$ cat src/rtl/psum_pkg.sv
// Shared definitions for the psum packet collector: packet layout, FSM states
// and the saturating psum adder.
package psum_pkg;

  localparam int DST_LSB    = 43;
  localparam int SRC_LSB    = 39;
  localparam int TYPE_LSB   = 36;
  localparam int IDX_LSB    = 31;
  localparam int PKT_PSUM_W = 16;

  localparam logic [2:0] PKT_TYPE_PSUM = 3'b010;

  typedef struct packed {
    logic [3:0]            dst;
    logic [3:0]            src;
    logic [2:0]            ptype;
    logic [4:0]            idx;
    logic [14:0]           rsvd;
    logic [PKT_PSUM_W-1:0] psum;
  } psum_pkt_t;

  typedef enum logic [1:0] {CLEAR, RUN, EMIT} state_t;

  // One guard bit catches overflow; clamp to the signed range on disagreement.
  function automatic logic signed [PKT_PSUM_W-1:0] sat_add(
    input logic signed [PKT_PSUM_W-1:0] a,
    input logic signed [PKT_PSUM_W-1:0] b
  );
    logic signed [PKT_PSUM_W:0] s;
    s = {a[PKT_PSUM_W-1], a} + {b[PKT_PSUM_W-1], b};
    if (s[PKT_PSUM_W] != s[PKT_PSUM_W-1])
      return s[PKT_PSUM_W] ? {1'b1, {(PKT_PSUM_W-1){1'b0}}}
                           : {1'b0, {(PKT_PSUM_W-1){1'b1}}};
    return s[PKT_PSUM_W-1:0];
  endfunction

endpackage

$ cat src/rtl/psum_pkt_collector_fifo.sv
// pkt_sync_fifo: small synchronous FIFO, valid/ready on the push side and
// pop/empty on the pull side. DEPTH must be a power of two.
module pkt_sync_fifo #(
  parameter int WIDTH = 47,
  parameter int DEPTH = 4
) (
  input  logic             clk,
  input  logic             rst_n,
  input  logic             push_valid,
  output logic             push_ready,
  input  logic [WIDTH-1:0] push_data,
  input  logic             pop,
  output logic             empty,
  output logic [WIDTH-1:0] pop_data
);

  localparam int AW = $clog2(DEPTH);

  logic [WIDTH-1:0] mem [DEPTH];
  logic [AW-1:0]    wr_ptr;
  logic [AW-1:0]    rd_ptr;
  logic [AW:0]      count;
  logic             do_push;
  logic             do_pop;

  // Fullness comes from the registered count only: a same-cycle pop never frees a slot.
  assign push_ready = (count != (AW+1)'(DEPTH));
  assign empty      = (count == '0);
  assign pop_data   = mem[rd_ptr];
  assign do_push    = push_valid && push_ready;
  assign do_pop     = pop && !empty;

  always_ff @(posedge clk) begin
    if (!rst_n) begin
      wr_ptr <= '0;
      rd_ptr <= '0;
      count  <= '0;
    end else begin
      if (do_push) wr_ptr <= wr_ptr + 1'b1;
      if (do_pop)  rd_ptr <= rd_ptr + 1'b1;
      case ({do_push, do_pop})
        2'b10:   count <= count + 1'b1;
        2'b01:   count <= count - 1'b1;
        default: count <= count;
      endcase
    end
  end

  always_ff @(posedge clk) begin
    if (do_push) mem[wr_ptr] <= push_data;
  end

endmodule

$ cat src/rtl/psum_pkt_collector.sv
// Collects psum packets, accumulates NUM_PSUM contributions per output index
// and emits finished pixels. Define PSUM_COLLECTOR_RELU_EN to clip negative sums at emit.
module psum_pkt_collector
  import psum_pkg::*;
#(
  parameter int         PWIDTH     = 47,
  parameter int         DWIDTH     = 8,
  parameter int         PSUM_W     = 16,
  parameter int         NUM_OUT    = 25,
  parameter int         NUM_PSUM   = 5,
  parameter int         FIFO_DEPTH = 4,
  parameter logic [3:0] MY_ADDR    = 4'h0
) (
  input  logic                     clk,
  input  logic                     rst_n,
  input  logic                     in_valid,
  output logic                     in_ready,
  input  logic [PWIDTH-1:0]        in_pkt,
  output logic                     out_valid,
  input  logic                     out_ready,
  output logic [4:0]               out_idx,
  output logic signed [PSUM_W-1:0] out_sum,
  output logic                     frame_done,
  output logic [7:0]               err_cnt
);

  localparam int IDX_W = 5;
  localparam int CNT_W = $clog2(NUM_PSUM + 1);
  localparam logic [IDX_W-1:0] LAST_IDX   = IDX_W'(NUM_OUT - 1);
  localparam logic [CNT_W-1:0] NUM_PSUM_C = CNT_W'(NUM_PSUM);
  localparam int UNUSED_DWIDTH = DWIDTH;

  state_t                   state;
  logic [IDX_W-1:0]         ptr;
  logic [IDX_W-1:0]         emit_cnt;
  logic signed [PSUM_W-1:0] acc [NUM_OUT];
  logic [CNT_W-1:0]         cnt [NUM_OUT];

  logic                     fifo_ready;
  logic                     fifo_empty;
  logic [PWIDTH-1:0]        fifo_head;

  logic                     pop_p0;
  psum_pkt_t                head_p0;
  logic                     ok_p0;
  logic signed [PSUM_W-1:0] sum_p0;
  logic [CNT_W-1:0]         cnt_p0;
  logic                     unused_fields;

  function automatic logic signed [PSUM_W-1:0] emit_val(input logic signed [PSUM_W-1:0] s);
`ifdef PSUM_COLLECTOR_RELU_EN
    return s[PSUM_W-1] ? '0 : s;
`else
    return s;
`endif
  endfunction

  assign in_ready = (state != CLEAR) && fifo_ready;

  pkt_sync_fifo #(
    .WIDTH (PWIDTH),
    .DEPTH (FIFO_DEPTH)
  ) u_in_fifo (
    .clk        (clk),
    .rst_n      (rst_n),
    .push_valid (in_valid && (state != CLEAR)),
    .push_ready (fifo_ready),
    .push_data  (in_pkt),
    .pop        (pop_p0),
    .empty      (fifo_empty),
    .pop_data   (fifo_head)
  );

  // Stage p0: decode the FIFO head and form the candidate accumulator update.
  assign pop_p0        = (state == RUN) && !fifo_empty;
  assign head_p0       = fifo_head;
  assign ok_p0         = (head_p0.dst == MY_ADDR) && (head_p0.ptype == PKT_TYPE_PSUM) &&
                         (head_p0.idx <= LAST_IDX);
  assign sum_p0        = sat_add(acc[head_p0.idx], head_p0.psum);
  assign cnt_p0        = cnt[head_p0.idx] + 1'b1;
  assign unused_fields = ^{head_p0.src, head_p0.rsvd};

  // Stage p1: commit to the arrays and registered outputs.
  always_ff @(posedge clk) begin
    if (!rst_n) begin
      state      <= CLEAR;
      ptr        <= '0;
      emit_cnt   <= '0;
      out_valid  <= 1'b0;
      out_idx    <= '0;
      out_sum    <= '0;
      frame_done <= 1'b0;
      err_cnt    <= '0;
    end else begin
      frame_done <= 1'b0;
      case (state)
        CLEAR: begin
          acc[ptr] <= '0;
          cnt[ptr] <= '0;
          if (ptr == LAST_IDX) begin
            ptr   <= '0;
            state <= RUN;
          end else begin
            ptr <= ptr + 1'b1;
          end
        end
        RUN: begin
          if (pop_p0) begin
            if (!ok_p0) begin
              if (err_cnt != 8'hFF) err_cnt <= err_cnt + 1'b1;
            end else if (cnt_p0 == NUM_PSUM_C) begin
              acc[head_p0.idx] <= '0;
              cnt[head_p0.idx] <= '0;
              out_idx          <= head_p0.idx;
              out_sum          <= emit_val(sum_p0);
              out_valid        <= 1'b1;
              state            <= EMIT;
            end else begin
              acc[head_p0.idx] <= sum_p0;
              cnt[head_p0.idx] <= cnt_p0;
            end
          end
        end
        EMIT: begin
          if (out_ready) begin
            out_valid <= 1'b0;
            state     <= RUN;
            if (emit_cnt == LAST_IDX) begin
              emit_cnt   <= '0;
              frame_done <= 1'b1;
            end else begin
              emit_cnt <= emit_cnt + 1'b1;
            end
          end
        end
        default: state <= CLEAR;
      endcase
    end
  end

endmodule

$ cat config.mk
export PLATFORM = sky130hd
export DESIGN_NAME = psum_pkt_collector
export DESIGN_NICKNAME = d
export VERILOG_FILES = /design/src/rtl/psum_pkg.sv /design/src/rtl/psum_pkt_collector_fifo.sv /design/src/rtl/psum_pkt_collector.sv
export SDC_FILE = /design/constraint.sdc
export NUM_CORES = 1
export LEC_CHECK = 0
export CORE_MARGIN = 2
export CORE_UTILIZATION = 40
export CTS_BUF_LIST = sky130_fd_sc_hd__clkbuf_4 sky130_fd_sc_hd__clkbuf_8
export DETAILED_ROUTE_END_ITERATION = 10
export DONT_BUFFER_PORTS = 1
export SLEW_MARGIN = 20
export SYNTH_ARGS = -nofsm -noshare
export SYNTH_HDL_FRONTEND = slang
export SYNTH_HIERARCHICAL = 1
export SYNTH_SLANG_ARGS = --single-unit
$ cat constraint.sdc
create_clock -name clk -period 10.6 [get_ports clk]
set_input_delay 1.06 -clock clk [delete_from_list [all_inputs] [get_ports clk]]
set_output_delay 1.06 -clock clk [all_outputs]
set_load 0.05 [all_outputs]
======== After elaboration in Yosys (flattened, before gate mapping) ========
Memory sizes are Yosys's and may differ from the RTL's. A register that Yosys moved wholly into a read port is not among the register bits.
Cells that the tools add are included.
storage, ports and cells
  bits in registers ....................... 50
  memory bits (writable) .................. 663
  memories ................................ 3
cells by class
  add/sub/neg operators ................... 9
  order comparisons ....................... 1
  equal/unequal tests ..................... 16
  muxes and demuxes ....................... 46
  bitwise gates (word level) .............. 3
  reduce and logical (&&, ||, !) cells .... 22
memory list
  name           depth  width  rd ports  clocked after Yosys merged registers in  wr ports  RTL line                       text
  acc            25     16     1         0                                        1         psum_pkt_collector.sv:36       logic signed [PSUM_W-1:0] acc [NUM_OUT];
  u_in_fifo.mem  4      47     1         1                                        1         psum_pkt_collector_fifo.sv:19  logic [WIDTH-1:0] mem [DEPTH];
  cnt            25     3      1         0                                        1         psum_pkt_collector.sv:37       logic [CNT_W-1:0] cnt [NUM_OUT];
operators by type and width
  kind                                                             count
  16-bit two-way mux                                               5
  1-bit two-way mux                                                25
  5-bit two-way mux                                                4
  16-bit by 16-bit adder with 17-bit output                        1
  16-bit OR reduction                                              1
  2-bit two-way mux                                                7
  5-bit by 1-bit adder with 5-bit output, second input constant    2
  5-bit == test, second input constant                             2
  5-bit AND reduction                                              2
  8-bit by 1-bit adder with 8-bit output, second input constant    1
  8-bit inequality test, second input constant                     1
  4-bit AND reduction                                              2
  1-bit logical AND                                                7
  3-bit by 1-bit adder with 3-bit output, second input constant    2
  3-bit two-way mux                                                2
  2-bit inequality test, second input constant                     3
  2-bit one-hot mux with 3 select lines                            1
  3-bit one-hot mux with 2 select lines                            1
  2-bit nonzero test                                               3
  5-bit less-or-equal comparator, second input constant            1
  2-bit by 1-bit adder with 2-bit output, second input constant    2
  2-bit by 1-bit == test with 1-bit output, second input constant  2
  2-bit == test, second input constant                             2
  4-bit logical NOT                                                1
  15 further kinds                                                 17

======== Longest topological paths before layout ========
Gate-level depths: netlist of the first run.
An unclocked memory read counts as a cell.
  depth in word-level cells ............... 12
  gate-level depth with buffers ........... 23

======== Hierarchy ========
The synthesis of the first run kept the hierarchy.
modules (own cells, without submodules)
  module              instances  cells each  area an instance (um^2)
  psum_pkt_collector  1          1158        21110.2
  pkt_sync_fifo       1          299         7293.2

======== Worst setup path after synthesis of the first run ========
OpenSTA, ideal clock, no wires.
  kind .................................... reg2reg
  from .................................... register (tool-made name)
  to ...................................... memory acc[0][4] (data pin)
  setup time .............................. 0.318 ns
  data arrival time ....................... 5.383 ns
  required time ........................... 10.282 ns
  setup slack ............................. 4.899 ns
  stages on the path, launching flop included .. 20
  period minus slack after synthesis ...... 5.701 ns
  cell sequence ........................... dfxtp_1 > buf_6 > buf_12 > mux4_2 > buf_6 > buf_4 > buf_2 > mux4_2 > mux4_2 > mux2_2 > ha_1 > clkbuf_2 > nor2_1 > or4_1 > o21ai_1 > a31o_2 > o31a_1 > buf_2 > a21oi_1 > nor2_1
RTL lines
  item           RTL line
  end, declared  psum_pkt_collector.sv:36

==> impl_metrics.py, run 1 <==
metrics = {
    "global_routing": {
        "grt_max_degree": 61,
        "grt.overflow.total": 0,
        "antenna_found_initial": 2,
        "grt_pass1_vias": 13500,
        "grt_use_total": 0.179,
        "grt_pass1_wl_um": 86900,
    },
    "power_and_ir_drop": {
        "vdd_drop_max_v": 0.0000749,
        "p_per_area_mw_per_mm2": 167,
        "leakage_nw": 10.3,
    },
    "worst_hold_path": {
        "min_from": "in_pkt[37]",
        "whs_endpoint": "u_in_fifo/mem[2][37]",
        "whs_path_depth": 0,
        "hp-class": "input pin to register",
    },
    "timing": {
        "rsz0062_at_grt": "false",
        "hold_viol_final": 0,
        "min_period_ps": 7690,
        "tns_ps": 0,
        "finClkSkew_ps": 41.3,
        "setup_violations": 0,
        "fmax_ghz": 0.130,
        "slew_violations": 0,
        "final.period_utilization": 0.726,
        "tightest_slew_ps": 1050,
        "relSlewSlack": 0.294,
    },
    "critical_path": {
        "reg2reg_to": "acc[5][10]",
        "crit_path_start_kind": "register",
        "critPathBufInv": 4,
        "cp-end-kind": "register",
        "worstPathMaxFanout": 60,
        "critPathKind": "register to register",
        "crit_slowest_cell": "mux4_4",
        "worst_path_largest_cell_delay_ps": 1020,
        "cp_cell_sequence": "buf_4 > mux4_4 > buf_4 > mux4_2 > mux2i_1 > o21ai_0 > nand2_1 > and2_1 > inv_1 > ha_1 > a211oi_1 > o211a_1 > o21ai_1 > a31o_2 > a21oi_1 > a22o_1 > a21oi_1 > nor2_1 > buf_4",
        "path_delay_family": "compound AO/OA/AOI/OAI gates",
        "r2r_cells": 19,
        "crit_path_frequent_cell": "buf_4",
        "cp_data_arrival_time_ps": 8190,
        "worst-r2r-setup-slack_ps": 2910,
        "cp.required_ps": 11100,
    },
    "detailed_routing": {
        "route.vias.total": 13100,
        "drtIter0Drc": 1233,
        "vias_per_cell": 5.49,
        "ant_nets": 0,
        "wirelength_um": 58800,
        "dr.pass1.iters": 5,
        "avgRoutedWirePerCell_um": 24.7,
        "route.detailed.drc": 0,
    },
    "floorplanning": {
        "die_y_um": 257,
        "die_area_mm2": 0.0663,
        "io_pins": 83,
        "dieWidth_um": 257,
        "core_area_mm2": 0.0633,
        "rows": 92,
        "initial_core_util": 0.406,
    },
    "synth": {
        "syn-num-nets": 1443,
        "synth_area_mm2": 0.0257,
        "avgSynthCellArea_um2": 18.9,
        "synth_cells": 1362,
        "ys_warn_count": 6,
    },
    "clocking": {
        "cts_resized": 0,
        "path_clk_slew_ps": 60,
        "cts_tree": "done",
        "cts_root_buf": "clkbuf_8",
        "htreeDepth": 3,
        "cts_max_path_buffers": 3,
        "post_cts.repair.setup_buffers": 0,
        "hold_buffers": 0,
        "clk_latency_ps": 700,
        "cts_buffers": 104,
        "cts_sinks": 639,
    },
    "placed_design": {
        "place_area_mm2": 0.0269,
        "gp_congestion": 0.833,
        "io_buffers": 0,
        "dp_cells": 2193,
        "dpl.hpwl_um": 33500,
    },
    "cells_and_area": {
        "final_net_count": 1534,
        "syn2layout_area_growth_pct": 12.4,
        "final_cells": 2383,
        "final_area_mm2": 0.0289,
        "utilization": 0.456,
        "drive_gt1_frac": 0.270,
        "nFillCells": 5379,
    },
    "outcome": {
        "status": "complete, no violations",
    },
    "run": {
        "max_cap_violations": 0,
    },
}
## registers in the layout (all words and copies together), names as in the netlist, named ones only
name              cells
acc                 400
emit_cnt              5
out_idx               5
cnt                  75
u_in_fifo/mem       112
ptr                   5
state                 2
out_valid             1
out_sum              16
u_in_fifo/wr_ptr      2
frame_done            1
u_in_fifo/count       3
err_cnt               8
u_in_fifo/rd_ptr      2
## metal layers
| metal | wire length [um] | global-route usage |
|---|---|---|
| met5 | 0 | 0 |
| met4 | 1600 | 0.0706 |
| met3 | 4070 | 0.0348 |
| met2 | 27900 | 0.283 |
| met1 | 25200 | 0.245 |
## metrics by stage
stage          hold slack, ps  power, W  setup WS (ps)
2_1_floorplan             461   0.00281           4940
3_5_place_dp              484   0.00283           2930
3_3_place_gp              478   0.00283           3080
5_1_grt                   426   0.00497           2370
6_report                  456   0.00481           2910
4_1_cts                   394   0.00486           2850
## worst max-delay path by stage
stage,start,endpoint,slack [ps],depth (start not counted)
4_1_cts,register,acc[5][10],2850,19
6_report,register,acc[5][10],2910,19
2_1_floorplan,register,acc[0][4],4940,21
3_3_place_gp,register,acc[4][10],3080,19
5_1_grt,register,acc[5][10],2370,19
3_5_place_dp,register,acc[6][10],2930,19
## layout by cell type (no fill, tap or decap), types with 15 or more instances in the layout
master	n
edfxtp_1	587
mux4_2	145
clkbuf_8	108
nor2_1	62
buf_4	55
nand2_1	51
a21oi_1	51
dfxtp_1	51
mux2i_1	40
o21ai_0	40
clkbuf_4	38
clkinv_1	30
ha_1	28
inv_1	24
nor3_2	22
mux2_2	17
xnor2_1	15
## final cells by class
| type | instances | area, um2 | share of cell area |
|---|---|---|---|
| antenna | 2 | 5.00 | 0.000173 |
| clock buffer | 146 | 1770 | 0.0614 |
| clock inverter | 42 | 218 | 0.00754 |
| inverter | 25 | 93.8 | 0.00325 |
| multi-input combinational | 628 | 6650 | 0.230 |
| sequential | 639 | 18700 | 0.647 |
| tap | 846 | 1060 | 0.0367 |
| timing repair buffer | 55 | 413 | 0.0143 |
## where the power goes
group | internal (W) | switching [W] | total, W
clock | 0.00110 | 0.000937 | 0.00203
sequential | 0.00273 | 0.00000409 | 0.00274
combinational | 0.0000108 | 0.0000279 | 0.0000387
No activity file was read; power rests on OpenSTA's default activity.
==> run 2: changes to the inputs <==
--- a/config.mk
+++ b/config.mk
@@ -5,6 +5,7 @@
 export SDC_FILE = /design/constraint.sdc
 export NUM_CORES = 1
 export LEC_CHECK = 0
+export ABC_AREA = 1
 export CORE_MARGIN = 2
 export CORE_UTILIZATION = 40
 export CTS_BUF_LIST = sky130_fd_sc_hd__clkbuf_4 sky130_fd_sc_hd__clkbuf_8
==> constraint.sdc (replaced) <==
create_clock -name clk -period 8 [get_ports clk]
set_input_delay 0.8 -clock clk [delete_from_list [all_inputs] [get_ports clk]]
set_output_delay 0.8 -clock clk [all_outputs]
set_load 0.05 [all_outputs]
==> run 2 against run 1 <==
Non-clock buffer count increased by 14; largest cell class unchanged; critical path type unchanged; hold slack worse by 280 ps; clock-buffer cell count increased by 2; highest routed layer unchanged.
==> impl_metrics.py, run 2 <==
metrics = {
    "power_and_ir_drop": {
        "p_per_area_mw_per_mm2": 217,
        "finalPower_w": 0.00653,
        "leakage_nw": 9.61,
        "vdd_drop_max_v": 0.000113,
    },
    "cells_and_area": {
        "register_area_mm2": 0.0187,
        "layout_common_cells": "587 x edfxtp_1, 306 x nor2_1, 275 x o21ai_0, 268 x nand2_1, 110 x clkbuf_8",
        "largest_register_ffs": 400,
        "nFillCells": 5991,
        "final_common_cell": "edfxtp_1",
        "multiInputGateArea_mm2": 0.00727,
        "reg.largest.list": "acc (400), u_in_fifo/mem (112), cnt (75)",
        "regMostFlops": "acc",
        "drive_gt1_frac": 0.157,
        "syn2layout_area_growth_pct": 12.0,
        "final_net_count": 2328,
    },
    "critical_path": {
        "cp_data_arrival_time_ps": 6900,
        "worstPathMaxFanout": 124,
        "cp-end-kind": "register",
        "cp.required_ps": 8490,
        "crit_path_start_kind": "register",
        "critPathKind": "register to register",
    },
    "synth": {
        "syn-num-nets": 2293,
        "synth_cells": 2212,
        "synth_area_mm2": 0.0269,
        "ys_warn_count": 6,
        "avgSynthCellArea_um2": 12.2,
    },
    "clocking": {
        "htreeDepth": 3,
        "cts_resized": 0,
        "cts_sinks": 639,
        "cts_tree": "done",
        "hold_buffers": 0,
        "path_clk_slew_ps": 60,
        "clk_latency_ps": 720,
        "cts_max_path_buffers": 3,
        "cts_root_buf": "clkbuf_8",
        "post_cts.repair.setup_buffers": 0,
        "cts_buffers": 102,
    },
    "floorplanning": {
        "core_area_mm2": 0.0669,
        "die_area_mm2": 0.0694,
        "rows": 95,
        "die_y_um": 263,
        "dieWidth_um": 263,
        "io_pins": 83,
        "initial_core_util": 0.402,
    },
    "detailed_routing": {
        "wl_met3_um": 3610,
        "dr.pass1.iters": 5,
        "top_layer_used": "met4",
        "wirelength_um": 68000,
        "drtIter0Drc": 1418,
        "ant_nets": 0,
        "route.vias.total": 17400,
        "wl_met2_um": 32900,
        "route.detailed.drc": 0,
        "avgRoutedWirePerCell_um": 21.2,
        "met1_length_um": 29700,
        "vias_per_cell": 5.43,
    },
    "worst_hold_path": {
        "hp-class": "input pin to register",
    },
    "outcome": {
        "status": "complete, no violations",
    },
    "timing": {
        "tns_ps": 0,
        "finClkSkew_ps": 47.7,
        "tightest_slew_ps": 976,
        "rsz0062_at_grt": "false",
        "slew_violations": 0,
        "min_period_ps": 6410,
        "relSlewSlack": 0.347,
        "hold_viol_final": 0,
        "final.period_utilization": 0.801,
        "fmax_ghz": 0.156,
        "setup_violations": 0,
    },
    "placed_design": {
        "gp_congestion": 0.839,
        "io_buffers": 0,
        "dpl.hpwl_um": 39200,
    },
    "global_routing": {
        "grt_max_degree": 125,
        "grt.overflow.total": 0,
        "grt_pass1_wl_um": 103000,
        "grt_pass1_vias": 17100,
        "antenna_found_initial": 1,
        "grt_use_total": 0.195,
    },
    "run": {
        "max_cap_violations": 0,
    },
}
run 2: where the power goes:
part | switching [W] | internal, W | leakage [nW]
Clock | 0.00128 | 0.00158 | 1.12
Combinational | 0.0000384 | 0.00000962 | 3.54
Sequential | 0.00000547 | 0.00363 | 4.96
Total | 0.00132 | 0.00521 | 9.61
run 2: worst max-delay path, cell delays in order, from the launching register on:
cell	delay [ps]
dfxtp_2	670
buf_4	430
o21ai_0	220
o22ai_4	300
buf_12	430
buf_4	440
o21ai_0	150
o221ai_1	250
nand3_1	110
nand2_1	110
nand2_1	100
nand3_1	180
inv_1	80
fa_1	420
o21ai_1	290
nand3_1	110
nand2_1	140
nand2_1	90
nand3_1	70
nand2_1	70
inv_1	190
nand3_1	340
buf_4	350
a21oi_2	170
buf_4	320
run 2: worst paths after layout:
| check | start | end | slack, ps | cells past startpoint |
|---|---|---|---|---|
| setup reg to reg | register | acc[20][2] | 1590 | 24 |
| hold / removal | in_pkt[32] | u_in_fifo/mem[1][32] | 180 | 0 |
| hold reg to reg | u_in_fifo/rd_ptr[1] | u_in_fifo/rd_ptr[1] | 510 | 2 |
| setup / recovery | register | acc[20][2] | 1590 | 24 |
run 2: area by class of cell:
class,instances,share of cell area
diodes,1,0.0000830
clock buffers,148,0.0597
clock inverters,41,0.0103
inverters,114,0.0144
multi-input cells,1321,0.241
flip-flops and latches,639,0.620
well taps,873,0.0362
repair buffers,69,0.0184
run 2: through the flow:
stage                     hold slack [ps]   util  area [um2]  instances  setup slack (ps)
after detailed placement              497  0.419       28000       3016              1720
after floorplan                       463      -       26900       2212              2900
after CTS                             117  0.450       30100       3205              1670
after global placement                488  0.419       28000       3016              1740
after global routing                  144  0.450       30100       3206              1090
final                                 179  0.450       30100       3206              1590
run 2: metal layers:
metal,vias up,track usage
met5,-,0
met4,0,0.0734
met3,114,0.0258
met2,530,0.326
met1,8694,0.260
li1,8085,-
